==> src/rtl/riscv_mem_arbiter.sv <==
// ============================================================================
// riscv_mem_arbiter: shares one single-port SRAM between fetch and LSU,
// LSU priority, one access/cycle, read responses routed back to issuer.
// Optional macro: MEM_ARB_STARVE_GUARD_EN (fetch anti-starvation guard).
// Revision: 1.0
// ============================================================================
`default_nettype none

module riscv_mem_arbiter #(
  parameter int ADDR_W     = 32,
  parameter int DATA_W     = 32,
  parameter int STARVE_MAX = 4
) (
  input  logic                clk,
  input  logic                rst,
  input  logic                if_req,
  input  logic [ADDR_W-1:0]   if_addr,
  output logic                if_ready,
  output logic                if_rvalid,
  output logic [DATA_W-1:0]   if_rdata,
  input  logic                lsu_req,
  input  logic                lsu_we,
  input  logic [DATA_W/8-1:0] lsu_be,
  input  logic [ADDR_W-1:0]   lsu_addr,
  input  logic [DATA_W-1:0]   lsu_wdata,
  output logic                lsu_ready,
  output logic                lsu_rvalid,
  output logic [DATA_W-1:0]   lsu_rdata,
  output logic                mem_en,
  output logic                mem_we,
  output logic [DATA_W/8-1:0] mem_be,
  output logic [ADDR_W-1:0]   mem_addr,
  output logic [DATA_W-1:0]   mem_wdata,
  input  logic [DATA_W-1:0]   mem_rdata
);

  typedef enum logic [1:0] {
    OWN_NONE = 2'd0,
    OWN_IF   = 2'd1,
    OWN_LSU  = 2'd2
  } owner_e;

  owner_e resp_owner_q, resp_owner_d;
  logic   if_grant;
  logic   lsu_grant;
  logic   force_if;

`ifdef MEM_ARB_STARVE_GUARD_EN
  localparam int CNT_W = (STARVE_MAX < 1) ? 1 : $clog2(STARVE_MAX + 1);
  localparam logic [CNT_W-1:0] CNT_MAX = CNT_W'(STARVE_MAX);

  logic [CNT_W-1:0] starve_cnt_q, starve_cnt_d;

  assign force_if = (starve_cnt_q == CNT_MAX);

  // Counts consecutive denied fetch cycles; any fetch grant or idle fetch restarts it.
  always_comb begin
    starve_cnt_d = starve_cnt_q;
    if (!if_req || if_grant) begin
      starve_cnt_d = '0;
    end else if (starve_cnt_q != CNT_MAX) begin
      starve_cnt_d = starve_cnt_q + 1'b1;
    end
  end

  always_ff @(posedge clk) begin
    if (rst) begin
      starve_cnt_q <= '0;
    end else begin
      starve_cnt_q <= starve_cnt_d;
    end
  end
`else
  assign force_if = 1'b0;
`endif

  always_comb begin
    if_grant  = 1'b0;
    lsu_grant = 1'b0;
    if (!rst) begin
      if_grant  = if_req && (!lsu_req || force_if);
      lsu_grant = lsu_req && !(if_req && force_if);
    end
  end

  assign if_ready  = if_grant;
  assign lsu_ready = lsu_grant;

  always_comb begin
    mem_en    = if_grant || lsu_grant;
    mem_we    = lsu_grant && lsu_we;
    mem_be    = if_grant ? {(DATA_W/8){1'b1}} : lsu_be;
    mem_addr  = if_grant ? if_addr : lsu_addr;
    mem_wdata = lsu_wdata;
  end

  always_comb begin
    resp_owner_d = OWN_NONE;
    if (if_grant) begin
      resp_owner_d = OWN_IF;
    end else if (lsu_grant && !lsu_we) begin
      resp_owner_d = OWN_LSU;
    end
  end

  always_ff @(posedge clk) begin
    if (rst) begin
      resp_owner_q <= OWN_NONE;
    end else begin
      resp_owner_q <= resp_owner_d;
    end
  end

  // Responses are also masked while rst is high so an in-flight read vanishes immediately.
  always_comb begin
    if_rvalid  = !rst && (resp_owner_q == OWN_IF);
    lsu_rvalid = !rst && (resp_owner_q == OWN_LSU);
    if_rdata   = if_rvalid  ? mem_rdata : '0;
    lsu_rdata  = lsu_rvalid ? mem_rdata : '0;
  end

endmodule

`default_nettype wire
==> config.mk <==
export PLATFORM = sky130hd
export DESIGN_NAME = riscv_mem_arbiter
export DESIGN_NICKNAME = d
export VERILOG_FILES = /design/src/rtl/riscv_mem_arbiter.sv
export SDC_FILE = /design/constraint.sdc
export NUM_CORES = 1
export LEC_CHECK = 0
export CAP_MARGIN = 15
export CORE_AREA = 2 2 106 108
export DETAILED_ROUTE_END_ITERATION = 8
export DIE_AREA = 0 0 108 110
export RECOVER_POWER = 100
export SYNTH_ARGS = -nofsm -noshare
export SYNTH_HDL_FRONTEND = slang
export SYNTH_SLANG_ARGS = --single-unit
export TNS_END_PERCENT = 50
==> constraint.sdc <==
create_clock -name clk -period 3.13 [get_ports clk]
set_clock_uncertainty 0.2 [all_clocks]
set_input_delay 0.7825 -clock clk [delete_from_list [all_inputs] [get_ports clk]]
set_output_delay 0.7825 -clock clk [all_outputs]
set_load 0.1 [all_outputs]
### Yosys cells after proc, flatten, opt, wreduce, memory -nomap -nowiden

Index checks and enable logic that the tools add are counted.

| cells by class | value |
|---|---|
| equality and inequality tests | 2 |
| muxes and demuxes | 8 |
| reductions and logical operators | 10 |

Operators with widths:

| kind | count |
|---|---|
| two-way mux 32 bit | 3 |
| logical AND 1 bit | 5 |
| two-way mux 4 bit | 1 |
| zero test 1 bit | 3 |
| two-way mux 1 bit | 3 |
| equality test 2 x 1 -> 1 bit, second input constant | 1 |
| equality test 2 bit, second input constant | 1 |
| two-way mux 2 bit | 1 |
| OR reduction 2 bit | 1 |
| logical OR 1 bit | 1 |

| storage, ports and cells | value |
|---|---|
| flip-flop bits (word level) | 2 |
| input bits | 137 |
| word-level logic and storage cells | 22 |

### Longest topological paths before layout

Gate-level depths: netlist of run 1.

| logic depth | value |
|---|---|
| depth in word-level cells | 4 |
| gate-level depth with buffers | 4 |
| gate-level depth less buffers | 2 |

### Worst setup path before layout of run 1

Ideal clock, no wire load.

| timing path | value |
|---|---|
| kind | input to output |
| start point | input port rst |
| end point | output port if_rdata[29] |
| arrival time | 3287 ps |
| setup slack | -1140 ps |
| cell stages on the path | 3 |
| buffers on the path | 2 |
| cell sequence | buf_2 -> buf_2 -> nor3b_1 |

| between the ends | value |
|---|---|
| word-level cells in the longest chain between the ends | 3 |

Ends and longest elaborated chain:

| item | line | RTL |
|---|---|---|
| from (decl) | 15 | `input logic rst,` |
| zero test 1 bit | 116 | `if_rvalid = !rst && (resp_owner_q == OWN_IF);` |
| logical AND 1 bit | 116 |  |
| two-way mux 32 bit | 118 | `if_rdata = if_rvalid ? mem_rdata : '0;` |
| to (decl) | 20 | `output logic [DATA_W-1:0] if_rdata,` |

No other way between the ends.

### Worst setup path after layout of run 1

| timing path | value |
|---|---|
| start point | input port lsu_req |
| end point | output port mem_addr[18] |

| between the ends | value |
|---|---|
| word-level cells in the longest chain between the ends | 4 |

Ends and longest elaborated chain:

| item | line | RTL |
|---|---|---|
| from (decl) | 21 | `input logic lsu_req,` |
| zero test 1 bit | 81 | `if_grant = if_req && (!lsu_req \|\| force_if);` |
| logical AND 1 bit | 81 |  |
| two-way mux 1 bit | 80 | `if (!rst) begin` |
| two-way mux 32 bit | 93 | `mem_addr = if_grant ? if_addr : lsu_addr;` |
| to (decl) | 32 | `output logic [ADDR_W-1:0] mem_addr,` |

No other way between the ends.

==> reports/qor.csv, run 1 <==
stage,metric,value,unit
timing,setup_tns,0,ns
synth,synth_edf_count,0,
drt,vias_per_cell,3.85,
synth,syn_nets,327,
global_route,grt_pass1_vias,2144,
critical_path,critical_path_class,in -> out,
clocking,cts_root_buf,clkbuf_8,
drt,first_pass_iters,4,
timing,hold_violations,0,
floorplanning,die-area,11900,um^2
critical_path,cp.depth,6,
clocking,cts_tree,done,
layout,antenna_cells,0,
clocking,hold_buffers,0,
drt,ant_nets,0,
synth,ys_seq_area_frac,0.0289,
hold_path,hold_path.class,in -> reg,
synth,synth-async-reset-ratio,0,
synth,synth_top_area_frac,0.271,
critical_path,critPathBufInv,4,
critical_path,worstPathRequired,2.15,ns
critical_path,critPathMaxStageDelay,0.33,ns
clocking,cts_sinks,2,
hold_path,holdPathStages,3,
timing,fin_crit_sh,0.984,
drt,wl,7720,um
timing,fin_crit,3.08,ns
global_route,antenna_found_initial,0,
critical_path,cp_data_arrival_time,2.10,ns
critical_path,crit_chain,dlygate4sd2_1 -> nor3b_4 -> buf_4 -> buf_16 -> mux2_4 -> buf_12,
critical_path,end_kind,primary output,
critical_path,cp_max_fo,17,
synth,synth_common_cells,"62 x nor2_1, 32 x buf_4, 31 x nand2b_1, 25 x mux2_4",
synth,synth_area_leaders,"mux2_4 27%, buf_4 17%, nor2_1 17%",
clocking,clk_path_buf_depth,2,
critical_path,cpMaxStageDelayCell,mux2_4,
floorplanning,initial_utilization,0.130,
clocking,path_clk_slew,0.03,ns
run_status,status,finished clean,
global_route,grt_util_all_layers,0.120,
layout,final_nets,506,
pwr,p_leak,1.59,nW
synth,syn_inst,190,
layout,largest_register_ffs,2,
floorplanning,rows,38,
synth,ys_warn_count,0,
synth,synth.ff_latch_count,2,
critical_path,cp_top_family,buffers and inverters,
drt,drtIter0Drc,29,
synth,synth_top_area_cell,mux2_4,
critical_path,start_kind,input port,
drt,drc,0,
timing,fmax,325,MHz
hold_path,min_to,resp_owner_q[0],
synth,ys.flop_type,dfxtp_1,
timing,relSlewSlack,0.631,
layout,syn2layout_area_growth,171,%
global_route,grt_pass1_wl,11300,um
clocking,cts-htree-levels,1,
timing,rsz0062_at_grt,false,
timing,slew_violations,0,
global_route,grt_max_degree,41,
timing,setup_viol,0,
place,numPortBuffers,210,
run,maxCapViolCount,0,
drt,routedWlPerCell,15.2,um
layout,drive_gt1_frac,0.504,
synth,synth_most_common_cell,nor2_1,
clocking,cts_made_buffers,3,
pwr,powerDensity,246,nW/um^2
floorplanning,io_pins,275,
pwr,peakVddDrop,104,uV
timing,tightest_slew,0.555,ns
floorplanning,core_region_area,10700,um^2
synth,syn_area_per_cell,7.30,um^2
global_route,grt_overflow_total,0,
synth,synth_cell_types,16,
drt,vias,1953,
synth,synth_area,1390,um^2
timing,worst_hold_slack,0.885,ns
layout,largestRegisters,resp_owner_q (2),
hold_path,min_from,lsu_req,
pwr,power,0.924,mW
floorplanning,die_x,108,um
place,routabilityCongestion,0.667,
place,dp_hpwl,6470,um
floorplanning,fp.dieH,110,um
layout,top_register,resp_owner_q,
==> area by class of cell <==
type                            count  area [um^2]
Multi-Input combinational cell    140         1080
Fill cell                        1102         6940
Tap cell                          140          175
Clock buffer                        3         41.3
Sequential cell                     2         40.0
Timing Repair Buffer              222         2420
==> repair_timing <==
item | 4_1_cts | 5_1_grt
gates cloned | 2 | 1
pin swaps | 1 | 1
buffers inserted | 2 | 0
resized for setup | 7 | 4
endpoints found under the setup margin | 96 | 22
==> worst min-delay path, cell delays in order <==
cell,delay [ns]
dlygate4sd2_1,0.27
buf_4,0.15
nor3b_1,0.04
==> logic make-up (layout without fill, tap and decap cells) <==
family        Yosys count  in the layout  synth area share
flops                   2              2            0.0289
buf+inv                48            225             0.258
mux                    32             32             0.327
simple gates          108            108             0.386
==> metal layers <==
metal,routed length (um),up-vias,part of all wire,global-route usage
met4,61,0,0.0079,0.0147
met2,4020,169,0.52,0.229
li1,-,925,-,-
met5,0,-,0,0
met3,1200,4,0.16,0.0670
met1,2430,855,0.31,0.116
==> metrics by stage <==
step	util	cell area [um^2]	setup slack, ns	instances
CTS	0.435	4650	0.00279	506
global placement	0.424	4540	-0.201	499
finish	0.351	3760	0.0516	507
global route	0.351	3760	0.0129	507
detailed placement	0.424	4540	-0.252	499
floorplan	-	1490	-0.233	190
==> report_power, final <==
| group | switching [mW] | internal (mW) |
|---|---|---|
| Sequential | 0.000493 | 0.0268 |
| Combinational | 0.482 | 0.315 |
| Clock | 0.0185 | 0.0812 |
| Total | 0.501 | 0.422 |
==> how the worst max path moves through the flow <==
stage,start,end
after detailed placement,rst,mem_addr[2]
after global placement,rst,mem_addr[3]
after global routing,lsu_req,mem_addr[23]
final,lsu_req,mem_addr[18]
after floorplan,rst,if_rvalid
after CTS,if_req,mem_be[1]
==> placed cells by master, fill, tap and decap left out, drive strengths merged <==
| cell | Yosys | final |
|---|---|---|
| mux2 | 32 | 32 |
| clkdlybuf4s50 | 0 | 101 |
| dlygate4sd2 | 0 | 2 |
| or2 | 4 | 4 |
| nand2b | 31 | 31 |
| dfxtp | 2 | 2 |
| buf | 41 | 54 |
| and2 | 1 | 1 |
| nor2b | 2 | 2 |
| clkbuf | 7 | 67 |
| nor2 | 62 | 62 |
| nor3b | 8 | 8 |
| clkdlybuf4s15 | 0 | 1 |
(Power assumes the default switching activity.)
==> run 2, diff against run 1 <==
- HOLD_SLACK_MARGIN: unset -> 0.1
==> results of run 2 <==
Final layout, timing and power as in run 1 (identical DEF).
==> run 3, diff against run 2 <==
- SLEW_MARGIN: unset -> 20
==> results of run 3 <==
Final layout, timing and power as in run 1 (identical DEF).
